### config.mk
export PLATFORM = sky130hd
export DESIGN_NAME = awb_gain_ctrl
export DESIGN_NICKNAME = d
export VERILOG_FILES = /design/src/rtl/awb_pkg.sv /design/src/rtl/awb_div.sv /design/src/rtl/awb_gain_ctrl.sv
export SDC_FILE = /design/constraint.sdc
export NUM_CORES = 1
export LEC_CHECK = 0
export BUFFER_PORTS_ARGS = -buffer_cell sky130_fd_sc_hd__buf_2
export CAP_MARGIN = 30
export CELL_PAD_IN_SITES_DETAIL_PLACEMENT = 0
export CELL_PAD_IN_SITES_GLOBAL_PLACEMENT = 1
export CORE_UTILIZATION = 45
export CTS_CLUSTER_SIZE = 10
export DETAILED_ROUTE_END_ITERATION = 8
export HOLD_SLACK_MARGIN = 0.12
export PLACE_DENSITY_LB_ADDON = 0.25
export SLEW_MARGIN = 20
export SYNTH_ARGS = -nofsm -noshare
export SYNTH_HDL_FRONTEND = slang
export SYNTH_SLANG_ARGS = --single-unit
### constraint.sdc
create_clock -name clk -period 4.8 [get_ports clk]
set_input_delay 0.48 -clock clk [delete_from_list [all_inputs] [get_ports clk]]
set_output_delay 0.48 -clock clk [all_outputs]
set_load 0.01 [all_outputs]
### src/rtl/awb_pkg.sv
// awb_pkg: shared colour codes, FSM states, default widths and helpers for the gray-world AWB controller.
`timescale 1ns/1ps
package awb_pkg;
    typedef enum logic [1:0] {RED = 2'd0, GREEN = 2'd1, BLUE = 2'd2, IGNORE = 2'd3} color_e;
    typedef enum logic [2:0] {IDLE, ACCUM, DIV_R, DIV_B, UPDATE} state_e;
    localparam int ACC_W_DEF = 24;
    localparam int GAIN_W_DEF = 8;
    localparam int GAIN_FRAC_DEF = 6;
    function automatic int unity(input int frac);
        return 1 << frac;
    endfunction
    function automatic int div_cyc(input int acc_w, input int frac);
        return acc_w + frac;
    endfunction
endpackage

### src/rtl/awb_div.sv
// awb_div: serial restoring divider, one quotient bit per cycle, saturating GAIN_W-bit quotient.
`timescale 1ns/1ps
module awb_div import awb_pkg::*; #(
    parameter int ACC_W = ACC_W_DEF,
    parameter int GAIN_W = GAIN_W_DEF,
    parameter int GAIN_FRAC = GAIN_FRAC_DEF
) (
    input  logic                       clk,
    input  logic                       rst_n,
    input  logic                       start,
    input  logic [ACC_W+GAIN_FRAC-1:0] dividend,
    input  logic [ACC_W-1:0]           divisor,
    output logic                       done,
    output logic [GAIN_W-1:0]          q,
    output logic                       dz
);
    localparam int DW = ACC_W + GAIN_FRAC;
    localparam int CW = $clog2(div_cyc(ACC_W, GAIN_FRAC));
    localparam logic [CW-1:0] LAST = CW'(div_cyc(ACC_W, GAIN_FRAC) - 1);
    logic [ACC_W-1:0] rem, den, rem_n;
    logic [DW-1:0] quo, quo_n;
    logic [ACC_W:0] shifted;
    logic [CW-1:0] cnt;
    logic run, ge;
    // quo_n is exposed so the final quotient is usable in the same cycle done is high
    always_comb begin
        shifted = {rem, quo[DW-1]};
        ge = shifted >= {1'b0, den};
        rem_n = ge ? ACC_W'(shifted - {1'b0, den}) : shifted[ACC_W-1:0];
        quo_n = {quo[DW-2:0], ge};
        done = run && cnt == LAST;
        dz = den == '0;
        q = (dz || |quo_n[DW-1:GAIN_W]) ? '1 : quo_n[GAIN_W-1:0];
    end
    always_ff @(posedge clk or negedge rst_n)
        if (!rst_n) begin
            rem <= '0;
            quo <= '0;
            den <= '0;
            cnt <= '0;
            run <= 1'b0;
        end else if (start) begin
            rem <= '0;
            quo <= dividend;
            den <= divisor;
            cnt <= '0;
            run <= 1'b1;
        end else if (run) begin
            rem <= rem_n;
            quo <= quo_n;
            cnt <= cnt + 1'b1;
            run <= !done;
        end
endmodule

### src/rtl/awb_gain_ctrl.sv
// awb_gain_ctrl: gray-world AWB gain controller (K_R = sumG/sumR, K_B = sumG/sumB, K_G = unity).
// Define AWB_SMOOTH_EN to average each new gain with the previous one at update.
`timescale 1ns/1ps
module awb_gain_ctrl import awb_pkg::*; #(
    parameter int ACC_W = ACC_W_DEF,
    parameter int GAIN_W = GAIN_W_DEF,
    parameter int GAIN_FRAC = GAIN_FRAC_DEF
) (
    input  logic              clk,
    input  logic              rst_n,
    input  logic              frame_start_i,
    input  logic              frame_end_i,
    input  logic              valid_i,
    input  logic [1:0]        color_i,
    input  logic [7:0]        value_i,
    output logic [GAIN_W-1:0] K_R,
    output logic [GAIN_W-1:0] K_G,
    output logic [GAIN_W-1:0] K_B,
    output logic              valid_gain_o,
    output logic              gain_upd_o,
    output logic              busy_o,
    output logic              drop_o
);
    localparam logic [GAIN_W-1:0] UNITY_G = GAIN_W'(unity(GAIN_FRAC));
    state_e state, state_n;
    logic [ACC_W-1:0] acc_r, acc_g, acc_b, acc_r_n, acc_g_n, acc_b_n;
    logic [GAIN_W-1:0] q_r, q_b, q_div, q_sat, k_r_n, k_b_n;
    logic clr, add, div_start, div_done, div_dz;
    function automatic logic [ACC_W-1:0] sat_add(input logic [ACC_W-1:0] a, input logic [7:0] v);
        logic [ACC_W:0] s = {1'b0, a} + (ACC_W+1)'(v);
        return s[ACC_W] ? '1 : s[ACC_W-1:0];
    endfunction
    // frame_end wins over a simultaneous frame_start, so the sample in that cycle still counts
    always_comb begin
        clr = frame_start_i && (state == IDLE || (state == ACCUM && !frame_end_i));
        add = state == ACCUM && valid_i;
        acc_r_n = clr ? '0 : (add && color_i == RED) ? sat_add(acc_r, value_i) : acc_r;
        acc_g_n = clr ? '0 : (add && color_i == GREEN) ? sat_add(acc_g, value_i) : acc_g;
        acc_b_n = clr ? '0 : (add && color_i == BLUE) ? sat_add(acc_b, value_i) : acc_b;
        div_start = (state == ACCUM && frame_end_i) || (state == DIV_R && div_done);
        q_sat = div_dz ? '1 : q_div;
        state_n = state;
        unique case (state)
            IDLE:    state_n = frame_start_i ? ACCUM : IDLE;
            ACCUM:   state_n = frame_end_i ? DIV_R : ACCUM;
            DIV_R:   state_n = div_done ? DIV_B : DIV_R;
            DIV_B:   state_n = div_done ? UPDATE : DIV_B;
            UPDATE:  state_n = IDLE;
            default: state_n = IDLE;
        endcase
    end
    awb_div #(.ACC_W(ACC_W), .GAIN_W(GAIN_W), .GAIN_FRAC(GAIN_FRAC)) u_div (
        .clk(clk),
        .rst_n(rst_n),
        .start(div_start),
        .dividend({acc_g_n, {GAIN_FRAC{1'b0}}}),
        .divisor(state == ACCUM ? acc_r_n : acc_b_n),
        .done(div_done),
        .q(q_div),
        .dz(div_dz)
    );
`ifdef AWB_SMOOTH_EN
    function automatic logic [GAIN_W-1:0] smooth(input logic [GAIN_W-1:0] old_k, input logic [GAIN_W-1:0] new_q, input logic first);
        logic [GAIN_W:0] s = {1'b0, old_k} + {1'b0, new_q} + (GAIN_W+1)'(1);
        return first ? new_q : GAIN_W'(s >> 1);
    endfunction
    assign k_r_n = smooth(K_R, q_r, !valid_gain_o);
    assign k_b_n = smooth(K_B, q_b, !valid_gain_o);
`else
    assign k_r_n = q_r;
    assign k_b_n = q_b;
`endif
    assign K_G = UNITY_G;
    assign busy_o = state != IDLE;
    always_ff @(posedge clk or negedge rst_n)
        if (!rst_n) begin
            state <= IDLE;
            acc_r <= '0;
            acc_g <= '0;
            acc_b <= '0;
            q_r <= '0;
            q_b <= '0;
            K_R <= UNITY_G;
            K_B <= UNITY_G;
            valid_gain_o <= 1'b0;
            gain_upd_o <= 1'b0;
            drop_o <= 1'b0;
        end else begin
            state <= state_n;
            acc_r <= acc_r_n;
            acc_g <= acc_g_n;
            acc_b <= acc_b_n;
            gain_upd_o <= state == UPDATE;
            drop_o <= (state == DIV_R || state == DIV_B) && frame_start_i;
            if (state == DIV_R && div_done) q_r <= q_sat;
            if (state == DIV_B && div_done) q_b <= q_sat;
            if (state == UPDATE) begin
                K_R <= k_r_n;
                K_B <= k_b_n;
                valid_gain_o <= 1'b1;
            end
        end
endmodule
Word-level counts from Yosys, hierarchy flattened
Index checks and enable logic that the tools add are counted.
Widths: inputs -> output; s select.
- output and inout port bits: 28
- logic and storage cells: 78
- input port bits: 15
- register bits after elaboration: 194
- $add $sub $neg: 5
- mux-type cells: 26
- equality and inequality tests: 7
- reduce and logical (&&, ||, !) cells: 23
- magnitude comparators: 1
- operators with widths (kind ; count):
    $mux 24 ; 13
    $add 24x8->25 ; 3
    $mux 30 ; 2
    $ge 25x24->1 ; 1
    $logic_not 24->1 ; 1
    $sub 24x24->24 ; 1
    $reduce_or 22->1 ; 1
    $mux 8 ; 2
    $pmux 3 s4 ; 1
    $logic_and 1x1->1 ; 11
    $mux 5 ; 2
    $eq 3x2->1 const B ; 2
    $add 5x1->5 const B ; 1
    $eq 5x5->1 const B ; 1
    $logic_or 1x1->1 ; 4
    $mux 1 ; 4
    $eq 3x1->1 const B ; 1
    $eq 3x3->1 const B ; 1
    $logic_not 3->1 ; 1
    $mux 3 ; 1
    $reduce_bool 3->1 ; 1
    $eq 2x1->1 const B ; 1
    $eq 2x2->1 const B ; 1
    $logic_not 1->1 ; 2
    other kinds (3) ; 3

Depth between registers and ports, before layout
Gate-level depths: netlist (run 1).
- depth after elaboration: 6
- gate-level depth with buffers: 13
- depth with buffers taken out: 11

By module
From an unflattened synthesis (run 1), not the netlist that was laid out.
- cells, all modules: 1290
- area, all modules: 11511.0 sq um
- modules (own cells, without submodules) (module ; sequential area each (sq um) ; instances ; cells each ; area each (sq um)):
    awb_gain_ctrl ; 2755.1 ; 1 ; 706 ; 6443.7
    awb_div ; 2102.0 ; 1 ; 584 ; 5067.4

Worst setup path before layout (run 1)
Ideal clock, no wire load.
- path type: input port to flip-flop
- start point: in value_i[0]
- end point: reg u_div.den[20]
- cell stages on the path: 10
- data required time: 4674 ps
- setup slack: 1753 ps
- arrival time: 2921 ps
- path buffers: 0
- library setup time: 126 ps
- cell sequence: ha_1 fa_1 a211oi_1 o21bai_1 a2111oi_2 nor4_4 and2_1 o211a_1 and2_1 a221o_1
- word-level cells in the longest chain between the ends: 5
- elaborated cells between the ends (all ways): 9
- those cells by class: 2 x add/sub; 7 x mux
- ends and longest elaborated chain (what ; line ; text):
    start: declaration ; awb_gain_ctrl.sv:15 ; input logic [7:0] value_i,
    $add 24x8->25 ; awb_gain_ctrl.sv:30 ; logic [ACC_W:0] s = {1'b0, a} + (ACC_W+1)'(v);
    $mux 24 ; awb_gain_ctrl.sv:31 ; return s[ACC_W] ? '1 : s[ACC_W-1:0];
    $mux 24 (2 in series) ; awb_gain_ctrl.sv:37 ; acc_r_n = clr ? '0 : (add && color_i == RED) ? sat_add(acc_r, value_i) : acc_r;
    named net acc_r_n[20] ; awb_gain_ctrl.sv:26 ; logic [ACC_W-1:0] acc_r, acc_g, acc_b, acc_r_n, acc_g_n, acc_b_n;
    $mux 24 ; awb_gain_ctrl.sv:57 ; .divisor(state == ACCUM ? acc_r_n : acc_b_n),
    end signal: assignment ; awb_div.sv:45 ; den <= divisor;
    end: declaration ; awb_div.sv:20 ; logic [ACC_W-1:0] rem, den, rem_n;
The timed path passes the listed nets, and every way through them passes these cells.
A chain may end at the register's enable or synchronous reset.

Worst setup path after layout (run 1)
- start point: reg u_div.den[1]
- end point: reg u_div.rem[18]
- word-level cells in the longest chain between the ends: 4
- elaborated cells between the ends (all ways): 5
- those cells by class: 1 x add/sub; 1 x order compare; 3 x mux
- ends and longest elaborated chain (what ; line ; text):
    $sub 24x24->24 / $ge 25x24->1 (equally long branches) ; awb_div.sv:29, awb_div.sv:28 ;
    $mux 24 (*) ; awb_div.sv:29 ; rem_n = ge ? ACC_W'(shifted - {1'b0, den}) : shifted[ACC_W-1:0];
    $mux 24 (*) ; awb_div.sv:48 ; end else if (run) begin
    $mux 24 (*) ; awb_div.sv:42 ; end else if (start) begin
    end signal: assignment ; awb_div.sv:49 ; rem <= rem_n;
    end: declaration ; awb_div.sv:20 ;
Every way passes the cells marked *; elsewhere a longest branch is shown, timed or not. The select of a mux whose other input is x is not followed.

==> results.json, run 1 <==
{
  "status": "finished, final reports clean",
  "synthTopCellsByCount": "dfrtp_1 (192), nor2_1 (130), a21oi_1 (107)",
  "ant_nets": 0,
  "route.detailed.drc": 0,
  "wirelength_mm": 28.8,
  "cts_tree": "done",
  "final.period_utilization": 0.703,
  "worstPathRequired_ps": 5100,
  "ys_warn_count": 0,
  "synth_cells": 1211,
  "clkSinkCount": 194,
  "die_x_um": 161,
  "port_buffers": 34,
  "numCtsBuffers": 17,
  "grt.total_usage": 0.233,
  "die_h_um": 161,
  "maxSlewHeadroom": 0.391,
  "comb_power_share": 0.491,
  "design.core.area_um2": 24500,
  "syn_to_final_growth_pct": 9.86,
  "synth_edf_count": 0,
  "clk_pin_slew_worst_paths_ps": 90,
  "gp_congestion": 0.880,
  "worstSetupPathType": "flop to flop",
  "crit_fanout": 18,
  "min_path_type": "primary input to async pin",
  "cap_violations": 0,
  "min_period_ps": 3380,
  "synth.largest_area_cell": "dfrtp_1",
  "holdBufCountCts": 0,
  "syn_area_um2": 11400,
  "dpl.hpwl_mm": 20.6,
  "fin_skew_ps": 22.0,
  "power.leakage_uw": 0.00576,
  "gr-total-overflow": 0,
  "clkLatencyLatePin_ps": 460,
  "yosysMostFrequentCell": "dfrtp_1",
  "vias": 9010,
  "slew_violations": 0,
  "drive_above_1_share": 0.115,
  "timing.final.ws_setup_ps": 1420,
  "cts_resized": 0,
  "wl_per_cell_um": 18.5,
  "cts_max_path_buffers": 2,
  "ys_seq_area_frac": 0.428,
  "cts_setup_buffers": 0,
  "viasPerCell": 5.77,
  "dr.first_iter.drc_count": 572,
  "netlist.area_leader.share": 0.423,
  "die_area_um2": 25900,
  "clockRootBuffer": "clkbuf_16",
  "n_fill_cell": 2302,
  "num_rows": 57,
  "post-place-ws_ps": 1330,
  "synth_area_leaders": "dfrtp_1 (42%), ha_1 (5.5%), a21oi_1 (4.7%)",
  "worst_slew_pin_slew_ps": 903,
  "timing.fmax_mhz": 296,
  "p_int_uw": 4680,
  "final_hold_viol_count": 0,
  "reg2reg_depth": 10,
  "grt_pass1_wl_mm": 47.6,
  "p_clk_frac": 0.190,
  "setup_viol": 0,
  "p_per_area_nw_per_um2": 658,
  "htreeDepth": 4,
  "syn_avg_cell_area_um2": 9.38,
  "initial_utilization": 0.463,
  "antenna_found_initial": 0,
  "ys_ff_latch": 194,
  "worstSetupEndpointType": "flop",
  "p_seq_frac": 0.319,
  "ys_types": 79,
  "nNetsFinal": 1294,
  "rsz0062_at_grt": "no",
  "p_switching_uw": 3530,
  "ys.flop_type": "dfrtp_1",
  "num_antenna_cells": 0,
  "async_reset_ff_frac": 1.00,
  "arrival_ps": 3670,
  "swShare": 0.430,
  "start_kind": "flop",
  "grt_max_degree": 107,
  "tns_ps": 0,
  "max-vdd-ir-drop_v": 0.000358,
  "grt_pass1_vias": 8840,
  "dr.pass1.iters": 5,
  "pin_count": 43
}
## critical path, stage by stage, from the launching register on
cell	delay, ps
dfrtp_1	450
inv_1	70
ha_1	300
nor2b_1	150
o31a_1	280
o21a_1	200
o21ai_0	500
a21oi_1	300
or2_2	620
mux2i_1	260
a21oi_1	90
## power by group through the flow
stage	clock (µW)	combinational, µW	sequential, µW
finish	1560	4030	2620
global route	1650	4560	2690
CTS	1590	4040	2620
detailed placement	0	4020	2640
global placement	0	3970	2640
floorplan	0	3300	2430
## layer usage
| layer | track usage | wire (µm) |
|---|---|---|
| met2 | 0.371 | 13500 |
| met3 | 0.0367 | 1090 |
| met4 | 0.0686 | 616 |
| met1 | 0.328 | 13700 |
| met5 | 0 | 0 |
## final timing paths
path                                                from                        end  slack, ps
worst max-delay path            u_div.den[1]$_DFFE_PN0N_  u_div.rem[18]$_DFFE_PN0P_       1420
max in group asynchronous                          rst_n  u_div.rem[13]$_DFFE_PN0P_       3480
worst min-delay path                               rst_n        acc_g[12]$_DFF_PN0_        110
worst min register to register  valid_gain_o$_DFFE_PN0P_   valid_gain_o$_DFFE_PN0P_        480
min in group clk                           frame_start_i           drop_o$_DFF_PN0_        280
worst max register to register  u_div.den[1]$_DFFE_PN0N_  u_div.rem[18]$_DFFE_PN0P_       1420
## layout by cell type, fill, tap and decap left out, types with 16 or more instances in the layout
cell type / Yosys / final
and3_1: 25 / 24
nand3_1: 32 / 32
mux2i_1: 47 / 47
a21o_1: 21 / 21
buf_2: 5 / 33
nor2b_1: 17 / 17
inv_1: 46 / 46
xor2_1: 21 / 21
o21ai_0: 79 / 79
mux2_2: 19 / 19
clkbuf_16: 0 / 17
a211oi_1: 24 / 24
xnor2_1: 27 / 27
nor2_1: 130 / 129
a21oi_1: 107 / 107
a31oi_1: 26 / 26
dfrtp_1: 192 / 191
ha_1: 50 / 50
buf_4: 10 / 16
nor3_1: 26 / 26
nand2_1: 72 / 71
## flip-flops by register name, indices dropped and copies added, names as in the netlist, 3 cells and up
register,cells
K_B,8
K_R,8
acc_b,24
acc_g,24
acc_r,24
k_b_n,8
k_r_n,8
state,3
u_div.cnt,5
u_div.den,24
u_div.quo,30
u_div.rem,24
## metrics by stage
stage	power (µW)	std cells	utilization	hold slack, ps	area [µm²]
after floorplan	5730	1217	-	184	11400
after global placement	6620	1527	0.481	449	11800
after detailed placement	6660	1528	0.482	456	11800
after CTS	8240	1560	0.508	170	12500
after global routing	8910	1562	0.508	197	12500
final	8210	1562	0.508	115	12500
## cell families after synthesis
family	count (synthesis)	synth area share
compound gates	346	0.196
xor+xnor	48	0.0370
fa+ha+maj	54	0.0622
buf+inv	109	0.0412
flops	194	0.428
mux	66	0.0603
other cells	2	0.000661
simple gates	392	0.174
## layout make-up
type	count	area (µm²)	share of cell area
clock inverter	15	220	0.0177
multi-input combinational	914	6070	0.487
sequential	194	4860	0.390
tap	324	405	0.0325
inverter	46	173	0.0138
clock buffer	17	425	0.0341
timing repair buffer	52	315	0.0253
Power figures use the tool's default switching activity.
==> inputs of run 2 (changes only) <==
- ABC_AREA: not set -> 1
- clock period: 4.8 -> 3.3 ns (I/O delays scaled with it)
==> run 2 against run 1 <==
Effect of this change: worst setup slack worse by 820 ps; clock-buffer cell count unchanged; first-iteration DRC count up 47%; combinational power up 77%; via count up 32%; critical path depth up 2; clock skew down 9.0 ps; wire length up 28%; register-to-register slack worse by 820 ps; synthesized cell count up 52%; critical path type unchanged; critical endpoint is now u_div.den[1]$_DFFE_PN0N_.
==> results.json, run 2 <==
{
  "wl_per_cell_um": 16.3,
  "p_per_area_nw_per_um2": 910,
  "largest-register": "u_div.quo",
  "clockRootBuffer": "clkbuf_16",
  "ys.flop_type": "dfrtp_1",
  "cts_max_path_buffers": 2,
  "grt_pass1_wl_mm": 60.0,
  "p_switching_uw": 6240,
  "comb_power_share": 0.553,
  "cts_tree": "done",
  "numCtsBuffers": 17,
  "dr.first_iter.drc_count": 840,
  "max-vdd-ir-drop_v": 0.000413,
  "cap_violations": 0,
  "post-route-util": 0.505,
  "worstSetupEndpointType": "flop",
  "syn_to_final_growth_pct": 9.24,
  "route.detailed.drc": 0,
  "num_rows": 61,
  "netlist.area_leader.share": 0.370,
  "port_buffers": 34,
  "start_kind": "flop",
  "num_antenna_cells": 0,
  "ys_seq_area_frac": 0.374,
  "vias": 11900,
  "register_area_um2": 4860,
  "largest_register_ffs": 30,
  "min_path_type": "primary input to flop",
  "antenna_found_initial": 0,
  "cts_resized": 0,
  "final_hold_viol_count": 0,
  "worst_slew_pin_slew_ps": 872,
  "htreeDepth": 4,
  "die_x_um": 172,
  "reg2reg_from": "acc_r[0]$_DFF_PN0_",
  "layout_common_cells": "nand2_1 (552), inv_1 (276), dfrtp_1 (192)",
  "setup_viol": 0,
  "tns_ps": 0,
  "grt_max_degree": 85,
  "synth.largest_area_cell": "dfrtp_1",
  "p_clk_frac": 0.169,
  "layout_commonest_cell": "nand2_1",
  "design.core.area_um2": 28100,
  "synth_cells": 1845,
  "syn_avg_cell_area_um2": 7.04,
  "syn_area_um2": 13000,
  "min-delay-start": "frame_start_i",
  "dpl.hpwl_mm": 27.9,
  "n_fill_cell": 2903,
  "grt.total_usage": 0.263,
  "synth_area_leaders": "dfrtp_1 (37%), nand2_1 (16%), inv_1 (8.0%)",
  "ant_nets": 0,
  "gr-total-overflow": 0,
  "maxSlewHeadroom": 0.418,
  "drive_above_1_share": 0.0812,
  "gp_congestion": 0.933,
  "swShare": 0.483,
  "synth_edf_count": 0,
  "initial_utilization": 0.462,
  "final_cells": 2263,
  "p_seq_frac": 0.278,
  "rsz0062_at_grt": "no",
  "pin_count": 43,
  "dr.pass1.iters": 8,
  "ys_warn_count": 0,
  "die_h_um": 172,
  "die_area_um2": 29500,
  "holdBufCountCts": 1,
  "timing.fmax_mhz": 371,
  "synthTopCellsByCount": "nand2_1 (553), inv_1 (276), dfrtp_1 (192)",
  "cts_setup_buffers": 0,
  "status": "finished, final reports clean",
  "ys_types": 52,
  "final_area_um2": 14200,
  "yosysMostFrequentCell": "nand2_1",
  "clkSinkCount": 194,
  "clkLatencyLatePin_ps": 450,
  "worstPathRequired_ps": 3610,
  "clk_pin_slew_worst_paths_ps": 80,
  "fin_skew_ps": 13.0,
  "p_int_uw": 6660,
  "place_area_um2": 13500,
  "slew_violations": 0,
  "multi_input_area_um2": 6700,
  "final.period_utilization": 0.817,
  "arrival_ps": 3010,
  "min_period_ps": 2690,
  "reg2reg_slack_ps": 610,
  "async_reset_ff_frac": 1.00,
  "worstSetupPathType": "flop to flop",
  "viasPerCell": 5.24,
  "worstSetupStartpoint": "acc_r[0]$_DFF_PN0_",
  "grt_pass1_vias": 11500,
  "wirelength_mm": 36.8,
  "ys_ff_latch": 194,
  "crit_fanout": 11,
  "placed_cells": 2229,
  "power.leakage_uw": 0.00751,
  "nNetsFinal": 1941
}
run 2: cell types whose count changed after synthesis, sizes merged, moves of 23 or more:
cell,change
and3,-26
buf,+25
inv,+241
o21ai,+39
a21oi,-45
mux2i,-47
nand3,+156
clkbuf,-23
nand4,+42
a211oi,-24
nand2,+489
run 2: through the flow:
stage	hold WS (ps)	setup WS, ps	total power [µW]
after floorplan	34.4	1170	8680
after global routing	131	323	14100
after CTS	127	599	12900
final	139	605	12900
after detailed placement	448	464	10700
after global placement	448	473	10600
run 2: cell families after synthesis:
kind of cell | Yosys count | synth area share
buffers and inverters | 354 | 0.112
AND/OR/NAND/NOR | 971 | 0.336
XOR/XNOR | 39 | 0.0263
AO/OA/AOI/OAI | 231 | 0.0971
flip-flops | 194 | 0.374
adder cells (fa/ha/maj) | 54 | 0.0544
other | 2 | 0.000579
run 2: path summary, 6_finish.rpt:
check,end,cells past startpoint
max,u_div.den[1]$_DFFE_PN0N_,12
min,drop_o$_DFF_PN0_,3
max reg2reg,u_div.den[1]$_DFFE_PN0N_,12
min reg2reg,K_R[0]$_DFFE_PN0P_,2
max in group asynchronous,K_B[6]$_DFFE_PN1P_,3
min in group asynchronous,acc_b[1]$_DFF_PN0_,2
run 2: layer usage:
metal  vias to the layer above  global-route usage  routed length, µm
met2                       269               0.413              16300
met1                      5559               0.363              17700
met3                        55              0.0419               1850
met5                         -                   0                  0
li1                       5968                   -                  -
met4                         0              0.0989               1030
run 2: layout make-up:
type	count	area share
clock buffer	17	0.0300
inverter	289	0.0766
sequential	194	0.343
timing repair buffer	67	0.0320
clock inverter	15	0.0133
tap	378	0.0334
multi-input combinational	1303	0.472
run 2: worst max-delay path, stage by stage (launching register included):
cell and delay [ps]:
dfrtp_1 380, ha_1 230, fa_1 410, nand3_1 90, nand3_1 130, nand2_1 120, nand2_1 240, nand3_1 230
nand2_2 110, o21bai_1 130, inv_1 60, o21ai_0 340, nand2_1 90
run 2: power groups by stage:
stage / clock, µW / combinational, µW / sequential, µW
after CTS: 2210 / 7100 / 3590
after global placement: 0 / 7030 / 3620
after detailed placement: 0 / 7060 / 3620
after floorplan: 0 / 5240 / 3450
final: 2180 / 7130 / 3590
after global routing: 2310 / 8090 / 3670
